===== src/rtl/j11bus.sv =====
// DCJ11 bus target decoder: routes each request to memory, I/O page, GP or IRQ ack.
// Optional target timeout counter enabled by defining J11BUS_TIMEOUT_EN.
module j11bus #(
   parameter logic [21:0] MEMSIZE = 22'h3FE000,
   parameter int          TIMEOUT = 255,
   parameter logic [15:0] GPDATA  = 16'o173000
) (
   input  logic        clk,
   input  logic        rst,
   input  logic        busreq,
   input  logic        buswr,
   input  logic        busgp,
   input  logic        busirq,
   input  logic [21:0] busaddr,
   input  logic [15:0] buswdata,
   input  logic [1:0]  buswstrb,
   input  logic [1:0]  busbs,
   output logic        busack,
   output logic [15:0] busrdata,
   output logic        buserr,
   output logic        memreq,
   output logic        memwr,
   output logic [21:0] memaddr,
   output logic [15:0] memwdata,
   output logic [1:0]  memwstrb,
   input  logic        memack,
   input  logic [15:0] memrdata,
   output logic        ioreq,
   output logic        iowr,
   output logic [12:0] ioaddr,
   output logic [15:0] iowdata,
   output logic [1:0]  iowstrb,
   input  logic        ioack,
   input  logic [15:0] iordata,
   input  logic        ioerr,
   input  logic [15:0] irqvec,
   output logic        irqack,
   output logic        gpwr,
   output logic [7:0]  gpcode
);

   typedef enum logic [1:0] {IDLE, MEM, IO, DONE} state_t;

   state_t      state, state_nx;
   logic        wr_q;
   logic [21:0] addr_q;
   logic [15:0] wdata_q;
   logic [1:0]  wstrb_q;
   logic [15:0] rdata_q, rdata_nx;
   logic        rdata_ld;
   logic        err_q, err_nx;
   logic        irqack_q, irqack_nx;
   logic        gpwr_q, gpwr_nx;
   logic        memreq_q, memreq_nx;
   logic        ioreq_q, ioreq_nx;
   logic        is_io;
   logic        tmo;

   assign is_io = (busbs == 2'b11) || (busaddr[21:13] == 9'h1FF);

`ifdef J11BUS_TIMEOUT_EN
   logic [15:0] wait_cnt;

   // Counts wait cycles in MEM/IO; an ack in the final cycle still beats the timeout.
   always_ff @(posedge clk) begin
      if (rst || state == IDLE || state == DONE) wait_cnt <= '0;
      else                                       wait_cnt <= wait_cnt + 16'd1;
   end

   assign tmo = (wait_cnt == 16'(TIMEOUT - 1));
`else
   logic unused_timeout;
   assign unused_timeout = (TIMEOUT > 0);
   assign tmo            = 1'b0;
`endif

   always_ff @(posedge clk) begin
      if (rst) state <= IDLE;
      else     state <= state_nx;
   end

   always_comb begin
      state_nx  = state;
      rdata_ld  = 1'b0;
      rdata_nx  = '0;
      err_nx    = 1'b0;
      irqack_nx = 1'b0;
      gpwr_nx   = 1'b0;
      memreq_nx = 1'b0;
      ioreq_nx  = 1'b0;
      case (state)
         IDLE: begin
            if (busreq) begin
               if (busirq) begin
                  state_nx  = DONE;
                  rdata_ld  = 1'b1;
                  rdata_nx  = irqvec;
                  irqack_nx = 1'b1;
               end else if (busgp) begin
                  state_nx = DONE;
                  rdata_ld = !buswr;
                  rdata_nx = GPDATA;
                  gpwr_nx  = buswr;
               end else if (is_io) begin
                  state_nx = IO;
                  ioreq_nx = 1'b1;
               end else if (busaddr < MEMSIZE) begin
                  state_nx  = MEM;
                  memreq_nx = 1'b1;
               end else begin
                  state_nx = DONE;
                  err_nx   = 1'b1;
               end
            end
         end
         MEM: begin
            if (memack) begin
               state_nx = DONE;
               rdata_ld = !wr_q;
               rdata_nx = memrdata;
            end else if (tmo) begin
               state_nx = DONE;
               err_nx   = 1'b1;
            end
         end
         IO: begin
            if (ioack) begin
               state_nx = DONE;
               rdata_ld = !wr_q;
               rdata_nx = iordata;
               err_nx   = ioerr;
            end else if (tmo) begin
               state_nx = DONE;
               err_nx   = 1'b1;
            end
         end
         DONE:    state_nx = IDLE;
         default: state_nx = IDLE;
      endcase
   end

   // Request fields are captured only when accepted, so they stay put for the target.
   always_ff @(posedge clk) begin
      if (rst) begin
         wr_q     <= 1'b0;
         addr_q   <= '0;
         wdata_q  <= '0;
         wstrb_q  <= '0;
         rdata_q  <= '0;
         err_q    <= 1'b0;
         irqack_q <= 1'b0;
         gpwr_q   <= 1'b0;
         memreq_q <= 1'b0;
         ioreq_q  <= 1'b0;
      end else begin
         if (state == IDLE && busreq) begin
            wr_q    <= buswr;
            addr_q  <= busaddr;
            wdata_q <= buswdata;
            wstrb_q <= buswstrb;
         end
         if (rdata_ld) rdata_q <= rdata_nx;
         err_q    <= err_nx;
         irqack_q <= irqack_nx;
         gpwr_q   <= gpwr_nx;
         memreq_q <= memreq_nx;
         ioreq_q  <= ioreq_nx;
      end
   end

   assign busack   = (state == DONE);
   assign busrdata = rdata_q;
   assign buserr   = err_q;
   assign irqack   = irqack_q;
   assign gpwr     = gpwr_q;
   assign gpcode   = addr_q[7:0];
   assign memreq   = memreq_q;
   assign memwr    = wr_q;
   assign memaddr  = addr_q;
   assign memwdata = wdata_q;
   assign memwstrb = wstrb_q;
   assign ioreq    = ioreq_q;
   assign iowr     = wr_q;
   assign ioaddr   = addr_q[12:0];
   assign iowdata  = wdata_q;
   assign iowstrb  = wstrb_q;

endmodule


===== config.mk =====
export PLATFORM = sky130hd
export DESIGN_NAME = j11bus
export DESIGN_NICKNAME = d
export VERILOG_FILES = /design/src/rtl/j11bus.sv
export SDC_FILE = /design/constraint.sdc
export NUM_CORES = 1
export LEC_CHECK = 0
export ABC_AREA = 1
export BUFFER_PORTS_ARGS = -buffer_cell sky130_fd_sc_hd__buf_4
export CAP_MARGIN = 15
export CORE_MARGIN = 2
export CORE_UTILIZATION = 40
export CTS_CLUSTER_SIZE = 14
export DETAILED_ROUTE_END_ITERATION = 8
export GPL_TIMING_DRIVEN = 0
export PLACE_DENSITY = 0.87
export SYNTH_ARGS = -nofsm -noshare
export SYNTH_HDL_FRONTEND = slang
export SYNTH_SLANG_ARGS = --single-unit

===== constraint.sdc =====
create_clock -name clk -period 1.96 [get_ports clk]
set_input_delay 0.588 -clock clk [delete_from_list [all_inputs] [get_ports clk]]
set_output_delay 0.588 -clock clk [all_outputs]
set_load 0.05 [all_outputs]

==> run metrics <==
Via density=between 4 and 5; Max Cap Violations=0; Max VDD drop=0.753 mV; worst-margin pin slew=0.484 ns; Synth area leaders=dfxtp_1, nor2_1, nand2_1; Vias=around 3600; CTS tree=yes; Clock Path Buffers=2; port bufs=about 200; crit path launch=state[0]$_SDFFE_PP0P_; worst path bufs/invs=2; grt ovf=0; syn nets=568; RSZ-0062 raised after global routing=no; initial antenna violation count=0; starting density of the core=0.408; most common cell after layout, fill and taps aside=buf_4; Pwr Total=0.00853 W; Wirelength per Cell=around 13 µm; final instance area=just under 5000 µm²; syn avg cell area=about 6.7 µm²; Slew HR=0.677; Most common cell on crit path=nand2_1; Cells after Synth=~460; Data required, critical path=~2.2 ns; Fin. Hold Viols=0; worst r2r path cells=10; Placeable Area=7650 µm²; sequential share of the synthesized area=0.411; synthesis-to-finish area growth=59.5%; PnR worst setup slack=between 0.15 and 0.2 ns; Synth top area share=0.411; synth warn=0; drt total wl=10.0 mm; HP Class=primary input to register; crit-path max cell delay=~0.34 ns; clock root buffer=clkbuf_8; Clk Latency, worst-skew pair=0.33 ns; top cell family by delay on the critical path=simple AND/OR/NAND/NOR gates; clk sinks=64; filler instances=approximately 700; Worst Setup Start Kind=register; setup_tns=0 ns; Inserted Diodes=0; Worst path depth=10; H-tree depth=3; post-CTS setup buffers=0; first-pass iteration count of the detailed router=4; Mapped Area=about 3100 µm²; Max Transition Viols Final=0; I/O pin count=approximately 200; first-pass GRT wire length=~16 mm; Residual DRC=0; Final ANT Viol Nets=0; hold path startpoint=ioerr; Max FO, Critical Path=10; Core Rows=32; die footprint=8520 µm²; Period minus WS final=between 1.5 and 2 ns; slowest CP cell=dfxtp_1; cts bufs inserted=9; most frequent cells in the layout=buf_4, nor2_1, nand2_1, dfxtp_1, o21ai_0; status=finished, final reports clean; largest net degree at the start of global routing=11; gp weighted congestion=roughly 0.81; Pleak=2.64 nW; hold depth=3; CTS resizes=0; clock slew seen by the registers of the worst setup and hold paths=around 0.070 ns; Die X=roughly 92 µm; RR Startpoint=state[0]$_SDFFE_PP0P_; power per cell area=1720 nW/µm²; Final Cycle Share=0.909; Arr. time, crit path=approximately 2.0 ns; DR iter-0 viols=between 100 and 150; count of different cell masters after synthesis=20; Final setup viols=0; Final nets=around 780; gr usage total=0.233; Fin Clk Skew=between 0.007 and 0.008 ns; vias in the first global route=3463; worst hold slack=0.482 ns; hold-fix buffers at CTS=0; cell taking the most area after synthesis=dfxtp_1; Fmax achieved=562 MHz; proportion of layout cells with a drive suffix above 1=0.395; crit path cell chain=inv_1, ha_1, nand2_2, nor2_4, o21ai_1, nand2_1, buf_2, nand3_1, nand2_1, nor2_1; die height=between 90 and 100 µm; DP Worst Slack=between 0.15 and 0.2 ns; Post-DP Area=between 4000 and 5000 µm²; R2R setup slack=0.18 ns; number of synthesized register bits=64; CP endpoint kind=register; Crit Path Class=register to register; Detailed Place HPWL=between 8 and 9 mm
[cell families (layout without fill, tap and decap cells)]
logic type	Yosys count	in the layout	synth area share
AOI/OAI and AO/OA	65	65	0.105
adders and majority gates	5	5	0.0201
DFF	64	64	0.411
buffers and inverters	84	299	0.154
and+or+nand+nor	246	246	0.310
[state kept, by name, summed over array words and instances, names as in the netlist]
register,flops
iowr,1
iowdata,16
memreq,1
state,2
memaddr,22
busrdata,16
gpwr,1
iowstrb,2
ioreq,1
irqack,1
buserr,1
[through the flow]
stage | util | instances
5_1_grt | 0.650 | 781
6_report | 0.650 | 781
4_1_cts | 0.651 | 782
2_1_floorplan | - | 464
3_5_place_dp | 0.622 | 767
3_3_place_gp | 0.622 | 767
[final timing paths]
check,endpoint
max reg2reg,busrdata[6]$_SDFFE_PP0P_
max,busrdata[6]$_SDFFE_PP0P_
min,buserr$_SDFF_PP0_
min reg2reg,busrdata[6]$_SDFFE_PP0P_
[power breakdown]
part	internal (W)	total (W)	switching, W
logic	0.00171	0.00526	0.00355
clock network	0.000778	0.00128	0.000504
registers	0.00171	0.00199	0.000278
total	0.00420	0.00853	0.00433
[tightest hold or removal path, delay by kind of cell]
kind / cells / cell delay (ns)
buffers and inverters: 1 / 0.08
and+or+nand+nor: 2 / 0.11
[final cells by class]
cell class                      count  area [µm²]  share of cell area
Clock buffer                       12         155              0.0312
Clock inverter                      3        65.1              0.0131
Buffer                             62         399              0.0803
Tap cell                          102         128              0.0257
Multi-Input combinational cell    316        1360               0.273
Inverter                           21        78.8              0.0159
Timing Repair Buffer              201        1510               0.303
Sequential cell                    64        1280               0.258
[routing by layer]
| layer | share of wire | vias to the layer above | global-route usage |
|---|---|---|---|
| met5 | 0 | - | 0 |
| met4 | 0.023 | 0 | 0.0970 |
| met3 | 0.089 | 19 | 0.0643 |
| met2 | 0.52 | 164 | 0.434 |
| met1 | 0.37 | 1630 | 0.246 |
| li1 | - | 1823 | - |
[synthesized netlist by cell type]
master / count
a21oi_1: 14
buf_1: 1
buf_2: 6
buf_4: 40
buf_6: 1
clkbuf_1: 15
clkinv_1: 1
dfxtp_1: 64
ha_1: 5
inv_1: 20
nand2_1: 91
nand2_2: 2
nand3_1: 20
nor2_1: 130
nor2_2: 1
nor2_4: 1
o21a_1: 1
o21ai_0: 49
o21ai_1: 1
or2_2: 1
Note: power is estimated with default switching activity, not from simulation.
